`config.mk`:
```
export PLATFORM = sky130hd
export DESIGN_NAME = egress_arbiter_flat
export DESIGN_NICKNAME = d
export VERILOG_FILES = /design/src/rtl/egress_arbiter_if.sv /design/src/rtl/egress_arbiter.sv /design/src/flat_wrapper.sv
export SDC_FILE = /design/constraint.sdc
export NUM_CORES = 1
export LEC_CHECK = 0
export ABC_AREA = 0
export BUFFER_PORTS_ARGS = -buffer_cell sky130_fd_sc_hd__buf_2
export CORE_MARGIN = 3
export CORE_UTILIZATION = 50
export DETAILED_ROUTE_END_ITERATION = 10
export PLACE_DENSITY = 0.75
export SKIP_LAST_GASP = 1
export SYNTH_ARGS = -nofsm -noshare
export SYNTH_HDL_FRONTEND = slang
export SYNTH_SLANG_ARGS = --single-unit
```
`constraint.sdc`:
```
create_clock -name clk -period 7.88 [get_ports clk]
set_input_delay 1.182 -clock clk [delete_from_list [all_inputs] [get_ports clk]]
set_output_delay 1.182 -clock clk [all_outputs]
set_load 0.01 [all_outputs]
```
`src/rtl/egress_arbiter_if.sv`:
```
// egress_arbiter_if: FIFO-drain inputs, pop strobes and tagged egress/status bundle for egress_arbiter
interface egress_arbiter_if #(parameter int data_width = 6, parameter int cnt_width = 8);
  logic [data_width-1:0] data_out_D0, data_out_D1, data_out;
  logic empty_fifo_D0, empty_fifo_D1, active_out, error_out, ready_in;
  logic D0_pop, D1_pop, valid_out, src_out, drained;
  logic [cnt_width-1:0] count_D0, count_D1;
  modport master (
    input data_out_D0, data_out_D1, empty_fifo_D0, empty_fifo_D1, active_out, error_out, ready_in,
    output D0_pop, D1_pop, data_out, valid_out, src_out, count_D0, count_D1, drained
  );
  modport slave (
    output data_out_D0, data_out_D1, empty_fifo_D0, empty_fifo_D1, active_out, error_out, ready_in,
    input D0_pop, D1_pop, data_out, valid_out, src_out, count_D0, count_D1, drained
  );
endinterface

```
`src/rtl/egress_arbiter.sv`:
```
// egress_arbiter: round-robin drain of D0/D1 FIFOs onto a source-tagged valid/ready egress port
module egress_arbiter #(
  parameter int data_width = 6,
  parameter int cnt_width = 8
) (
  input logic clk,
  input logic reset,
  egress_arbiter_if.master bus
);
  logic [data_width:0] ent [2];
  logic [1:0] occ;
  logic inflight, inflight_src, last_grant, xfer, issue, grant, pop, wr_idx, drained_q;
  logic [cnt_width-1:0] cnt0, cnt1;
  always_comb begin
    xfer = (occ != 2'd0) && bus.ready_in;
    wr_idx = occ[1] || (occ[0] && !xfer);
    issue = bus.active_out && !bus.error_out &&
            (({1'b0, occ} + {2'b0, inflight} - {2'b0, xfer}) < 3'd2);
    grant = (!bus.empty_fifo_D0 && !bus.empty_fifo_D1) ? !last_grant : !bus.empty_fifo_D1;
    pop = issue && !(bus.empty_fifo_D0 && bus.empty_fifo_D1);
  end
  assign bus.D0_pop = pop && !grant;
  assign bus.D1_pop = pop && grant;
  assign bus.data_out = ent[0][data_width-1:0];
  assign bus.src_out = ent[0][data_width];
  assign bus.valid_out = occ != 2'd0;
  assign bus.count_D0 = cnt0;
  assign bus.count_D1 = cnt1;
  assign bus.drained = drained_q;
  always_ff @(posedge clk or posedge reset) begin
    if (reset) begin
      ent[0] <= '0;
      ent[1] <= '0;
      occ <= '0;
      inflight <= 1'b0;
      inflight_src <= 1'b0;
      last_grant <= 1'b1;
      cnt0 <= '0;
      cnt1 <= '0;
      drained_q <= 1'b1;
    end else begin
      if (xfer) ent[0] <= ent[1];
      if (inflight) ent[wr_idx] <= {inflight_src, inflight_src ? bus.data_out_D1 : bus.data_out_D0};
      occ <= occ + {1'b0, inflight} - {1'b0, xfer};
      inflight <= pop;
      inflight_src <= grant;
      if (pop) last_grant <= grant;
      if (xfer && !ent[0][data_width]) cnt0 <= cnt0 + cnt_width'(1);
      if (xfer && ent[0][data_width]) cnt1 <= cnt1 + cnt_width'(1);
      drained_q <= bus.empty_fifo_D0 && bus.empty_fifo_D1 && !inflight && occ == 2'd0;
    end
  end
endmodule

```
`src/flat_wrapper.sv`:
```
// flat-port wrapper written by rule: the top's interface ports become plain ports
module egress_arbiter_flat 
#(
  parameter int data_width = 6,
  parameter int cnt_width = 8
)
  (clk, reset, bus_data_out_D0, bus_data_out_D1, bus_empty_fifo_D0, bus_empty_fifo_D1, bus_active_out, bus_error_out, bus_ready_in, bus_D0_pop, bus_D1_pop, bus_data_out, bus_valid_out, bus_src_out, bus_count_D0, bus_count_D1, bus_drained);
  egress_arbiter_if #(.data_width(data_width), .cnt_width(cnt_width)) bus_i ();
  input logic clk;
  input logic reset;
  input wire logic [$bits(bus_i.data_out_D0)-1:0] bus_data_out_D0;
  input wire logic [$bits(bus_i.data_out_D1)-1:0] bus_data_out_D1;
  input wire logic [$bits(bus_i.empty_fifo_D0)-1:0] bus_empty_fifo_D0;
  input wire logic [$bits(bus_i.empty_fifo_D1)-1:0] bus_empty_fifo_D1;
  input wire logic [$bits(bus_i.active_out)-1:0] bus_active_out;
  input wire logic [$bits(bus_i.error_out)-1:0] bus_error_out;
  input wire logic [$bits(bus_i.ready_in)-1:0] bus_ready_in;
  output wire logic [$bits(bus_i.D0_pop)-1:0] bus_D0_pop;
  output wire logic [$bits(bus_i.D1_pop)-1:0] bus_D1_pop;
  output wire logic [$bits(bus_i.data_out)-1:0] bus_data_out;
  output wire logic [$bits(bus_i.valid_out)-1:0] bus_valid_out;
  output wire logic [$bits(bus_i.src_out)-1:0] bus_src_out;
  output wire logic [$bits(bus_i.count_D0)-1:0] bus_count_D0;
  output wire logic [$bits(bus_i.count_D1)-1:0] bus_count_D1;
  output wire logic [$bits(bus_i.drained)-1:0] bus_drained;
  assign bus_i.data_out_D0 = bus_data_out_D0;
  assign bus_i.data_out_D1 = bus_data_out_D1;
  assign bus_i.empty_fifo_D0 = bus_empty_fifo_D0;
  assign bus_i.empty_fifo_D1 = bus_empty_fifo_D1;
  assign bus_i.active_out = bus_active_out;
  assign bus_i.error_out = bus_error_out;
  assign bus_i.ready_in = bus_ready_in;
  assign bus_D0_pop = bus_i.D0_pop;
  assign bus_D1_pop = bus_i.D1_pop;
  assign bus_data_out = bus_i.data_out;
  assign bus_valid_out = bus_i.valid_out;
  assign bus_src_out = bus_i.src_out;
  assign bus_count_D0 = bus_i.count_D0;
  assign bus_count_D1 = bus_i.count_D1;
  assign bus_drained = bus_i.drained;
  egress_arbiter #(.data_width(data_width), .cnt_width(cnt_width)) u_core (.clk(clk), .reset(reset), .bus(bus_i));
endmodule
```
======== Word level (Yosys, flattened, before mapping) ========
Index checks and enable logic that the tools add are counted.
storage, ports and cells
  bits in registers ....................... 36
  word-level logic and storage cells ...... 52
  input port bits ......................... 19
  output and inout port bits .............. 27
cells by class
  add/subtract/negate cells ............... 6
  reductions and logical operators ........ 26
  mux-type cells .......................... 7
  bitwise gates (word level) .............. 1
  order comparisons ....................... 3
operators with widths
  cell                   number
  $add A8 B1 Y8 const B  2
  $bwmux W14             1
  $logic_and A1 B1 Y1    14
  $mux W14               1
  $mux W7                2
  $logic_not A1 Y1       9
  $demux W7 S1           1
  $mux W6                1
  $add A2 B1 Y3          1
  $lt A3 B2 Y1 const B   1
  $sub A3 B1 Y3          1
  $add A2 B1 Y2          1
  $ge A2 B2 Y1 const B   1
  $logic_not A2 Y1       1
  $lt A2 B1 Y1 const B   1
  $not A1 Y2             1
  $reduce_bool A2 Y1     1
  $sub A2 B1 Y2          1
  $logic_or A1 B1 Y1     1
  $mux W1                1

======== Logic depth before layout (Yosys ltp) ========
Gate-level depths: netlist of the first run.
  depth in word-level cells ............... 12
  gate-level depth with buffers ........... 10
  gate-level depth less buffers ........... 9

======== Worst setup path before layout of the first run ========
Ideal clock, no wire load.
  path type ............................... input -> output
  start ................................... in bus_ready_in
  end ..................................... out bus_D1_pop
  required time ........................... 6.698 ns
  path buffers ............................ 1
  stages .................................. 10
  data arrival time ....................... 3.042 ns
  path slack .............................. 3.656 ns
  cell sequence ........................... o21a_4 inv_4 buf_6 ha_1 inv_1 ha_1 fa_1 nor2_1 nand3_1 a211oi_1
on the way
  cells in the longest elaborated chain, start to end .. 6
RTL lines
  what                 RTL line              text
  start, declared      flat_wrapper.sv:17    input wire logic [$bits(bus_i.ready_in)-1:0] bus_ready_in;
  $logic_and A1 B1 Y1  egress_arbiter.sv:15  xfer = (occ != 2'd0) && bus.ready_in;
  $sub A3 B1 Y3        egress_arbiter.sv:18  (({1'b0, occ} + {2'b0, inflight} - {2'b0, xfer}) < 3'd2);
  $lt A3 B2 Y1         egress_arbiter.sv:18
  $logic_and A1 B1 Y1  egress_arbiter.sv:17  issue = bus.active_out && !bus.error_out &&
  $logic_and A1 B1 Y1  egress_arbiter.sv:20  pop = issue && !(bus.empty_fifo_D0 && bus.empty_fifo_D1);
  $logic_and A1 B1 Y1  egress_arbiter.sv:23  assign bus.D1_pop = pop && grant;
  end, declared        flat_wrapper.sv:19    output wire logic [$bits(bus_i.D1_pop)-1:0] bus_D1_pop;
No other way between the ends.

======== Worst setup path after layout of the first run ========
Same ends and word-level chain as after synthesis.

==> results of run 1 <==
## power by group
part	leakage, nW	switching (mW)	internal [mW]	total [mW]
Clock	0.0326	0.0563	0.0440	0.100
Sequential	0.449	0.0663	0.255	0.321
Combinational	0.608	0.130	0.120	0.249
Total	1.09	0.252	0.419	0.671
## worst max-delay path: stages
cell      delay (ns)
buf_2           0.12
o21a_4          0.13
inv_4           0.20
ha_1            0.28
inv_1           0.05
ha_1            0.14
fa_1            0.44
nor2_1          0.15
nand3_1         0.16
a211oi_1        0.23
buf_2           0.16
## area by class of cell
type                       instances  area (µm²)
tap                               44        55.1
fill                             305        1150
multi-input combinational         96         763
sequential                        36         903
inverter                           7        28.8
timing repair buffer              47         240
clock buffer                       8        58.8
## cell families (layout without fill, tap and decap cells)
group | Yosys count | after routing | synth area share
buffers and inverters | 18 | 62 | 0.0587
DFF | 36 | 36 | 0.510
AOI/OAI and AO/OA | 14 | 14 | 0.0537
and+or+nand+nor | 41 | 41 | 0.143
xor gates and xnor gates | 15 | 15 | 0.0742
adders and majority gates | 5 | 5 | 0.0396
muxes | 21 | 21 | 0.121
## worst paths after layout
check | to | slack [ns] | cells after the start
hold reg to reg | u_core.bus.drained$_DFF_PP1_ | 0.45 | 1
min in group asynchronous | asynchronous set/reset pin | 0.92 | 3
setup / recovery | bus_D1_pop | 3.45 | 11
hold / removal | u_core.bus.drained$_DFF_PP1_ | 0.45 | 1
max in group asynchronous | u_core.bus.drained$_DFF_PP1_ | 6.62 | 3
setup reg to reg | u_core.last_grant$_DFFE_PP1P_ | 5.50 | 9
## layout by cell type (no fill, tap or decap)
| master | instances |
|---|---|
| a211oi_1 | 1 |
| a21oi_1 | 2 |
| a31oi_1 | 1 |
| buf_2 | 45 |
| buf_4 | 2 |
| clkbuf_1 | 2 |
| clkbuf_4 | 5 |
| clkbuf_8 | 1 |
| dfrtp_1 | 34 |
| dfstp_2 | 2 |
| fa_1 | 1 |
| ha_1 | 4 |
| inv_1 | 6 |
| inv_4 | 1 |
| mux2_2 | 3 |
| mux2i_1 | 18 |
| nand2_1 | 12 |
| nand2b_1 | 1 |
| nand3_1 | 6 |
| nand3b_1 | 1 |
| nand4_1 | 2 |
| nor2_1 | 5 |
| nor3_1 | 4 |
| nor3_4 | 1 |
| nor3b_1 | 1 |
| nor3b_2 | 1 |
| nor4_2 | 2 |
| nor4b_2 | 2 |
| o211ai_2 | 1 |
| o21a_4 | 1 |
| o21ai_0 | 7 |
| o2bb2ai_1 | 1 |
| or2_2 | 2 |
| or3b_1 | 1 |
| xnor2_1 | 4 |
| xor2_1 | 11 |
## through the flow
step                instance area, µm²   util  hold WS (ns)
finish                            2050  0.640         0.451
global route                      2050  0.640         0.478
CTS                               2050  0.640         0.455
detailed placement                1990  0.621         0.440
global placement                  1990  0.621         0.436
floorplan                         1770      -         0.410
## metal layers
layer / vias up / wire [µm]
met3: 7 / 194
li1: 598 / -
met1: 556 / 1340
met2: 36 / 1440
met4: 0 / 51
met5: - / 0
==> results.tsv, run 1 <==
stage	metric	value	unit
routing	drt first pass iters	4	
logic_synthesis	Yosys reg bits	36	
logic_synthesis	most common cell in the synthesized netlist	dfrtp_1	
routing	vias per std cell	5.03	
logic_synthesis	cell area after synthesis	1770	µm²
logic_synthesis	top-area cell type share of the netlist area	0.481	
global_route	gr busiest metal	met2	
layout	Antenna diodes	0	
setup_path	WP data arrival	3.24	ns
global_route	met3 GRT Util	0.0410	
placed_design	worst slack at placement	3.45	ns
pwr	Leak Pwr	1.09	nW
layout	synth-to-layout area growth	15.8	%
clocking	CTS buffer count	5	
clocking	TritonCTS clock tree	yes	
global_route	All-Layer GR Usage	0.158	
setup_path	largest fanout on the critical path	15	
logic_synthesis	Synth warnings	0	
die	die width	65.5	µm
logic_synthesis	area leader, netlist	dfrtp_1	
routing	# DRC	0	
routing	drt wl/cell	12.7	µm
clocking	clk slew on worst S/H paths	0.10	ns
logic_synthesis	Cells after Synth	150	
die	die area	4290	µm²
timing	worst relative slew slack	0.712	
timing	Worst Setup Slack, final	3.45	ns
layout	Nets	217	
clocking	Clock Tree Buf Depth	2	
timing	final worst path period share	0.562	
logic_synthesis	Synth Flop Type	dfrtp_1	
timing	Final Hold Viols	0	
placed_design	routability congestion estimate	0.822	
logic_synthesis	top post-synthesis cells by area	dfrtp_1 (48%), mux2i_1 (10%), xor2_1 (5.4%)	
clocking	post_cts resized	0	
placed_design	Inst Count DP	230	
die	row count	20	
setup_path	Critical Path Start Type	input pin	
global_route	largest net degree at the start of global routing	37	
pwr	Power Density	327	nW/µm²
pwr	VDD IR max	0.167	mV
logic_synthesis	Post-synth EDFFs	0	
die	core area	3200	µm²
global_route	initial antenna violation count	0	
clocking	Clk Latency, worst-skew pair	0.33	ns
logic_synthesis	most frequent cells after synthesis	dfrtp_1 (34), mux2i_1 (18), nand2_1 (12)	
timing	Worst-Margin Slew	0.433	ns
clocking	post-CTS setup buffer count	0	
die	I/O pins	46	
setup_path	kind of critical path	input pin to output port	
routing	Total Wirelength	3.03	mm
timing	RSZ-0062 raised after global routing	no	
clocking	Sink Count	36	
clocking	CTS root buffer	clkbuf_4	
global_route	met2 Usage GRT	0.273	
timing	skew final	0.00392	ns
global_route	first-pass GRT wire length	5.11	mm
status	status	finished clean	
logic_synthesis	syn avg cell area	11.8	µm²
setup_path	Crit path required time	6.70	ns
placed_design	Post-DP HPWL	2.30	mm
timing	Finish-stage setup viols	0	
layout	final non-filler cell total	238	
logic_synthesis	syn_nets	174	
die	DIE HEIGHT	65.5	µm
job	maxcap violations	0	
hold_path	Hold WC Path Type	register to register	
setup_path	CP Launch Point	bus_ready_in	
timing	final setup TNS	0	ns
timing	f_max	226	MHz
setup_path	reg-to-reg startpoint	u_core.occ[1]$_DFF_PP0_	
routing	DR iter-0 viols	54	
global_route	gr ovfl total	0	
routing	vias	1197	
logic_synthesis	Seq/Total Area, Yosys	0.510	
clocking	hold_buf cts	0	
clocking	H-tree levels	2	
layout	share of cells above drive strength 1	0.356	
timing	Tmin final	4.43	ns
logic_synthesis	asr flop ratio synth	1.00	
routing	Post-DRT Antenna Nets	0	
global_route	GR Util met1	0.182	
hold_path	HP Start	u_core.inflight$_DFF_PP0_	
global_route	vias in the first global route	1181	
pwr	Final Power	671	µW
die	Starting Density	0.553	
timing	fin. max-slew vios	0	
logic_synthesis	Distinct cells, synth	35	
placed_design	Port Buffers	45	
setup_path	Crit. End Element	output port	
(Power assumes the default switching activity.)
==> run 2: changes to the inputs <==
ABC_AREA = 1   (was 0)
CORE_UTILIZATION = 48   (was 50)
PLACE_DENSITY = 0.74   (was 0.75)
clock period = 3.7 ns   (was 7.88 ns; I/O delays follow)
==> run 2 against run 1 <==
  * Worst setup slack got worse by 2.9 ns
  * Hold slack got worse by 0.086 ns
  * Sequential power increased by 110%
  * Routed wire length increased by 24%
  * Design area increased by 12%
  * Critical path type is now register to output port
  * Largest power group unchanged
  * Synthesized cell count increased by 73%
  * Final cell count increased by 48%
  * Die area increased by 15%
  * Highest routed layer unchanged
==> results.tsv, run 2 <==
stage	metric	value	unit
timing	f_max	314	MHz
logic_synthesis	area leader, netlist	dfrtp_1	
timing	Final Hold Viols	0	
global_route	gr ovfl total	0	
pwr	VDD IR max	0.337	mV
routing	# DRC	0	
placed_design	worst slack at placement	0.762	ns
routing	DR iter-0 viols	92	
setup_path	Crit path required time	3.14	ns
routing	Total Wirelength	3.75	mm
timing	Tmin final	3.19	ns
timing	Finish-stage setup viols	0	
global_route	All-Layer GR Usage	0.176	
logic_synthesis	Cells after Synth	259	
logic_synthesis	Yosys reg bits	36	
pwr	Switch Pwr	652	µW
timing	RSZ-0062 raised after global routing	no	
clocking	hold_buf cts	0	
die	row count	22	
setup_path	reg-to-reg startpoint	u_core.occ[1]$_DFF_PP0_	
clocking	clk slew on worst S/H paths	0.07	ns
die	DIE HEIGHT	70.1	µm
logic_synthesis	Distinct cells, synth	24	
setup_path	CP Launch Point	u_core.occ[1]$_DFF_PP0_	
placed_design	Inst Count DP	345	
pwr	Power Density	700	nW/µm²
clocking	CTS buffer count	5	
placed_design	Port Buffers	45	
timing	skew final	0.00660	ns
placed_design	Post-DP HPWL	2.82	mm
logic_synthesis	syn avg cell area	7.61	µm²
clocking	H-tree levels	2	
global_route	initial antenna violation count	0	
setup_path	WP data arrival	2.63	ns
logic_synthesis	Seq/Total Area, Yosys	0.458	
timing	Worst-Margin Slew	0.479	ns
logic_synthesis	Post-synth EDFFs	0	
die	I/O pins	46	
placed_design	Placement Cell Area	2210	µm²
clocking	Clk Latency, worst-skew pair	0.29	ns
logic_synthesis	Synth warnings	0	
die	Starting Density	0.519	
logic_synthesis	Synth Flop Type	dfrtp_1	
pwr	Clock power frac	0.185	
timing	worst relative slew slack	0.680	
routing	drt first pass iters	4	
layout	Nets	328	
job	maxcap violations	0	
logic_synthesis	asr flop ratio synth	1.00	
timing	final setup TNS	0	ns
pwr	Cell Int Power	961	µW
layout	share of cells above drive strength 1	0.214	
die	die width	70.1	µm
clocking	CTS root buffer	clkbuf_8	
layout	Antenna diodes	0	
timing	Worst Setup Slack, final	0.513	ns
placed_design	routability congestion estimate	0.751	
logic_synthesis	top post-synthesis cells by area	dfrtp_1 (43%), nand2_1 (22%), inv_1 (6.1%)	
hold_path	Hold WC Path Type	input pin to asynchronous set/reset pin	
logic_synthesis	syn_nets	283	
pwr	sw frac	0.404	
layout	commonest cells after routing, fill and taps aside	nand2_1 (115), buf_2 (45), dfrtp_1 (34)	
clocking	post-CTS setup buffer count	0	
logic_synthesis	most common cell in the synthesized netlist	nand2_1	
logic_synthesis	cell area after synthesis	1970	µm²
routing	vias per std cell	4.72	
global_route	vias in the first global route	1561	
status	status	finished clean	
die	die area	4910	µm²
pwr	Final Power	1.61	mW
pwr	Sequential Power Share	0.417	
pwr	Comb power frac	0.398	
routing	Post-DRT Antenna Nets	0	
layout	final non-filler cell total	352	
timing	final worst path period share	0.861	
layout	fill count	347	
routing	drt wl/cell	10.6	µm
setup_path	kind of critical path	register to output port	
clocking	Sink Count	36	
layout	design area	2300	µm²
setup_path	Crit. End Element	output port	
layout	most common cell after layout, fill and taps aside	nand2_1	
pwr	Leak Pwr	1.26	nW
global_route	first-pass GRT wire length	7.02	mm
clocking	TritonCTS clock tree	yes	
timing	fin. max-slew vios	0	
logic_synthesis	most frequent cells after synthesis	nand2_1 (115), dfrtp_1 (34), inv_1 (32)	
setup_path	Critical Path Start Type	register	
layout	synth-to-layout area growth	16.8	%
clocking	post_cts resized	0	
routing	vias	1663	
clocking	Clock Tree Buf Depth	2	
global_route	largest net degree at the start of global routing	37	
setup_path	largest fanout on the critical path	10	
die	core area	3800	µm²
logic_synthesis	top-area cell type share of the netlist area	0.431	
run 2: kinds of logic (layout without fill, tap and decap cells):
group | count (synthesis) | in the layout | share of synthesized area
xor+xnor | 4 | 4 | 0.0178
flops | 36 | 36 | 0.458
compound gates | 15 | 15 | 0.0381
simple gates | 157 | 157 | 0.348
buf+inv | 42 | 87 | 0.103
fa+ha+maj | 5 | 5 | 0.0355
run 2: layout make-up:
class	instances	area, µm²	share of cell area
Timing Repair Buffer	46	233	0.101
Tap cell	48	60.1	0.0261
Sequential cell	36	903	0.392
Multi-Input combinational cell	181	866	0.376
Clock buffer	7	96.3	0.0418
Inverter	34	145	0.0630
run 2: stage by stage:
| stage | hold slack, ns | util |
|---|---|---|
| 2_1_floorplan | 0.445 | - |
| 3_3_place_gp | 0.475 | 0.581 |
| 3_5_place_dp | 0.474 | 0.581 |
| 4_1_cts | 0.375 | 0.606 |
| 5_1_grt | 0.421 | 0.606 |
| 6_report | 0.365 | 0.606 |
run 2: worst max-delay path, cell delays in order, from the launching register on:
cell and delay (ns):
dfrtp_1 0.43, inv_1 0.11, nand2_2 0.09, nand2_2 0.12, ha_1 0.31, inv_1 0.04, ha_1 0.18, fa_1 0.47
nor3b_1 0.19, nand3_1 0.17, nor2_1 0.11, buf_2 0.13
run 2: power by group through the flow:
stage / Clock (mW) / Sequential (mW) / Combinational (mW)
4_1_cts: 0.311 / 0.674 / 0.654
5_1_grt: 0.328 / 0.699 / 0.742
2_1_floorplan: 0 / 0.679 / 0.483
6_report: 0.298 / 0.673 / 0.642
3_3_place_gp: 0 / 0.674 / 0.631
3_5_place_dp: 0 / 0.681 / 0.650
run 2: final timing paths:
check,endpoint,slack (ns),cells past startpoint
worst max register to register,u_core.last_grant$_DFFE_PP1P_,1.33,10
worst max-delay path,bus_D1_pop,0.51,11
worst min register to register,u_core.bus.drained$_DFF_PP1_,0.48,1
min in group clk,u_core.inflight_src$_DFF_PP0_,0.45,2
worst min-delay path,u_core.bus.count_D0[0]$_DFFE_PP0P_,0.37,3
max in group asynchronous,u_core.last_grant$_DFFE_PP1P_,2.99,3
run 2: per-layer routing:
layer | track usage | wire length (µm) | vias up
li1 | - | - | 869
met1 | 0.229 | 1710 | 747
met2 | 0.283 | 1770 | 42
met3 | 0.0388 | 209 | 5
met4 | 0.0702 | 48 | 0
met5 | 0 | 0 | -
==> run 3: changes to the inputs <==
CORE_UTILIZATION = 50   (was 48)
GPL_TIMING_DRIVEN = 1   (was not set)
clock period = 4 ns   (was 3.7 ns; I/O delays follow)
==> run 3 against run 2 <==
  * Utilization is 0.39 points higher
  * Worst setup slack improved by 0.26 ns
  * Flip-flop and latch count is the same
  * Register-to-register slack improved by 0.32 ns
  * Via count is 0.12% lower
  * Die area down 3.7%
  * Global-route usage increased by 2.0 points
  * Clock skew about the same
  * Hold slack got worse by 0.045 ns
  * Total power down 9.6%
  * Routed wire length up 1.9%
  * Critical path type unchanged
  * Largest cell class unchanged
  * Largest power group unchanged
  * Highest routed layer unchanged
==> results.tsv, run 3 (synthesized netlist as in run 2, its figures left out) <==
stage	metric	value	unit
routing	# DRC	0	
clocking	post_cts resized	0	
global_route	largest net degree at the start of global routing	24	
pwr	Clock power frac	0.167	
placed_design	Inst Count DP	345	
job	maxcap violations	0	
clocking	hold_buf cts	0	
pwr	Leak Pwr	1.25	nW
layout	Core Util, Final	0.610	
global_route	vias in the first global route	1600	
routing	Post-DRT Antenna Nets	0	
pwr	VDD IR max	0.318	mV
pwr	sw frac	0.414	
setup_path	largest fanout on the critical path	10	
setup_path	R2R cell count	10	
clocking	TritonCTS clock tree	yes	
timing	final setup TNS	0	ns
placed_design	Port Buffers	45	
pwr	Sequential Power Share	0.427	
die	die area	4730	µm²
die	core area	3740	µm²
die	I/O pins	46	
clocking	CTS buffer count	5	
clocking	CTS root buffer	clkbuf_8	
global_route	initial antenna violation count	0	
setup_path	Crit path required time	3.40	ns
timing	Finish-stage setup viols	0	
setup_path	Critical Path Start Type	register	
layout	share of cells above drive strength 1	0.211	
clocking	Clk Latency, worst-skew pair	0.29	ns
pwr	Switch Pwr	603	µW
timing	Final Hold Viols	0	
clocking	clk slew on worst S/H paths	0.07	ns
timing	worst relative slew slack	0.666	
clocking	Clock Tree Buf Depth	2	
timing	RSZ-0062 raised after global routing	no	
timing	Worst-Margin Slew	0.501	ns
layout	final non-filler cell total	352	
routing	drt wl/cell	10.8	µm
setup_path	reg-to-reg startpoint	u_core.occ[1]$_DFF_PP0_	
routing	DR iter-0 viols	105	
placed_design	routability congestion estimate	0.779	
layout	most common cell after layout, fill and taps aside	nand2_1	
routing	drt first pass iters	4	
placed_design	Placement Cell Area	2210	µm²
hold_path	Hold WC Path Type	input pin to asynchronous set/reset pin	
clocking	Sink Count	36	
timing	Tmin final	3.23	ns
layout	design area	2280	µm²
setup_path	worst r2r dst	u_core.last_grant$_DFFE_PP1P_	
layout	Nets	328	
pwr	Power Density	638	nW/µm²
setup_path	WP data arrival	2.63	ns
timing	fin. max-slew vios	0	
routing	Total Wirelength	3.82	mm
global_route	first-pass GRT wire length	6.79	mm
pwr	Cell Int Power	854	µW
routing	vias per std cell	4.72	
placed_design	Post-DP HPWL	2.93	mm
status	status	finished clean	
setup_path	Crit. End Element	output port	
die	die width	68.8	µm
layout	Antenna diodes	0	
die	row count	22	
setup_path	reg-to-reg slack, setup	1.65	ns
timing	f_max	310	MHz
clocking	H-tree levels	2	
routing	vias	1661	
die	Starting Density	0.527	
pwr	Comb power frac	0.406	
timing	skew final	0.00663	ns
layout	synth-to-layout area growth	15.9	%
timing	final worst path period share	0.807	
setup_path	kind of critical path	register to output port	
layout	commonest cells after routing, fill and taps aside	nand2_1 (115), buf_2 (45), dfrtp_1 (34)	
global_route	All-Layer GR Usage	0.195	
clocking	post-CTS setup buffer count	0	
die	DIE HEIGHT	68.8	µm
global_route	gr ovfl total	0	
run 3: routing by layer:
layer | vias to the layer above | global-route usage | part of all wire
li1 | 874 | - | -
met1 | 731 | 0.230 | 0.45
met2 | 50 | 0.337 | 0.46
met3 | 6 | 0.0648 | 0.072
met4 | 0 | 0.0584 | 0.013
met5 | - | 0 | 0
run 3: worst max-delay path by stage:
stage,from,end,slack [ns],cells after the start
finish,u_core.occ[1]$_DFF_PP0_,bus_D0_pop,0.77,11
global route,u_core.occ[1]$_DFF_PP0_,bus_D1_pop,0.56,11
CTS,u_core.occ[1]$_DFF_PP0_,bus_D1_pop,0.74,11
detailed placement,bus_ready_in,bus_D1_pop,0.96,10
floorplan,u_core.occ[1]$_DFF_PP0_,bus_D0_pop,1.26,10
global placement,bus_ready_in,bus_D0_pop,1.02,10
run 3: cell type report:
type,count,area (µm²)
tap,48,60.1
clock buffer,6,72.6
inverter,34,145
sequential,36,903
multi-input combinational,181,866
timing repair buffer,46,233
fill,365,1460
clock inverter,1,5.00
run 3: critical path: stages (launching register included):
cell     delay [ns]
dfrtp_1        0.42
inv_1          0.11
nand2_2        0.09
nand2_2        0.13
ha_1           0.31
inv_1          0.04
ha_1           0.18
fa_1           0.47
nor3b_1        0.19
nand3_1        0.17
nor2_1         0.11
buf_2          0.13
run 3: power by group through the flow:
stage / Clock, mW / Sequential, mW / Combinational, mW
after floorplan: 0 / 0.628 / 0.447
after detailed placement: 0 / 0.630 / 0.601
after global placement: 0 / 0.624 / 0.584
after CTS: 0.251 / 0.625 / 0.604
after global routing: 0.271 / 0.646 / 0.688
final: 0.243 / 0.623 / 0.592
run 3: stage by stage:
step	total power [mW]	hold slack (ns)	setup WS, ns
after floorplan	1.07	0.445	1.26
after global placement	1.21	0.475	1.02
after detailed placement	1.23	0.483	0.965
after CTS	1.48	0.327	0.737
after global routing	1.61	0.347	0.561
final	1.46	0.321	0.772
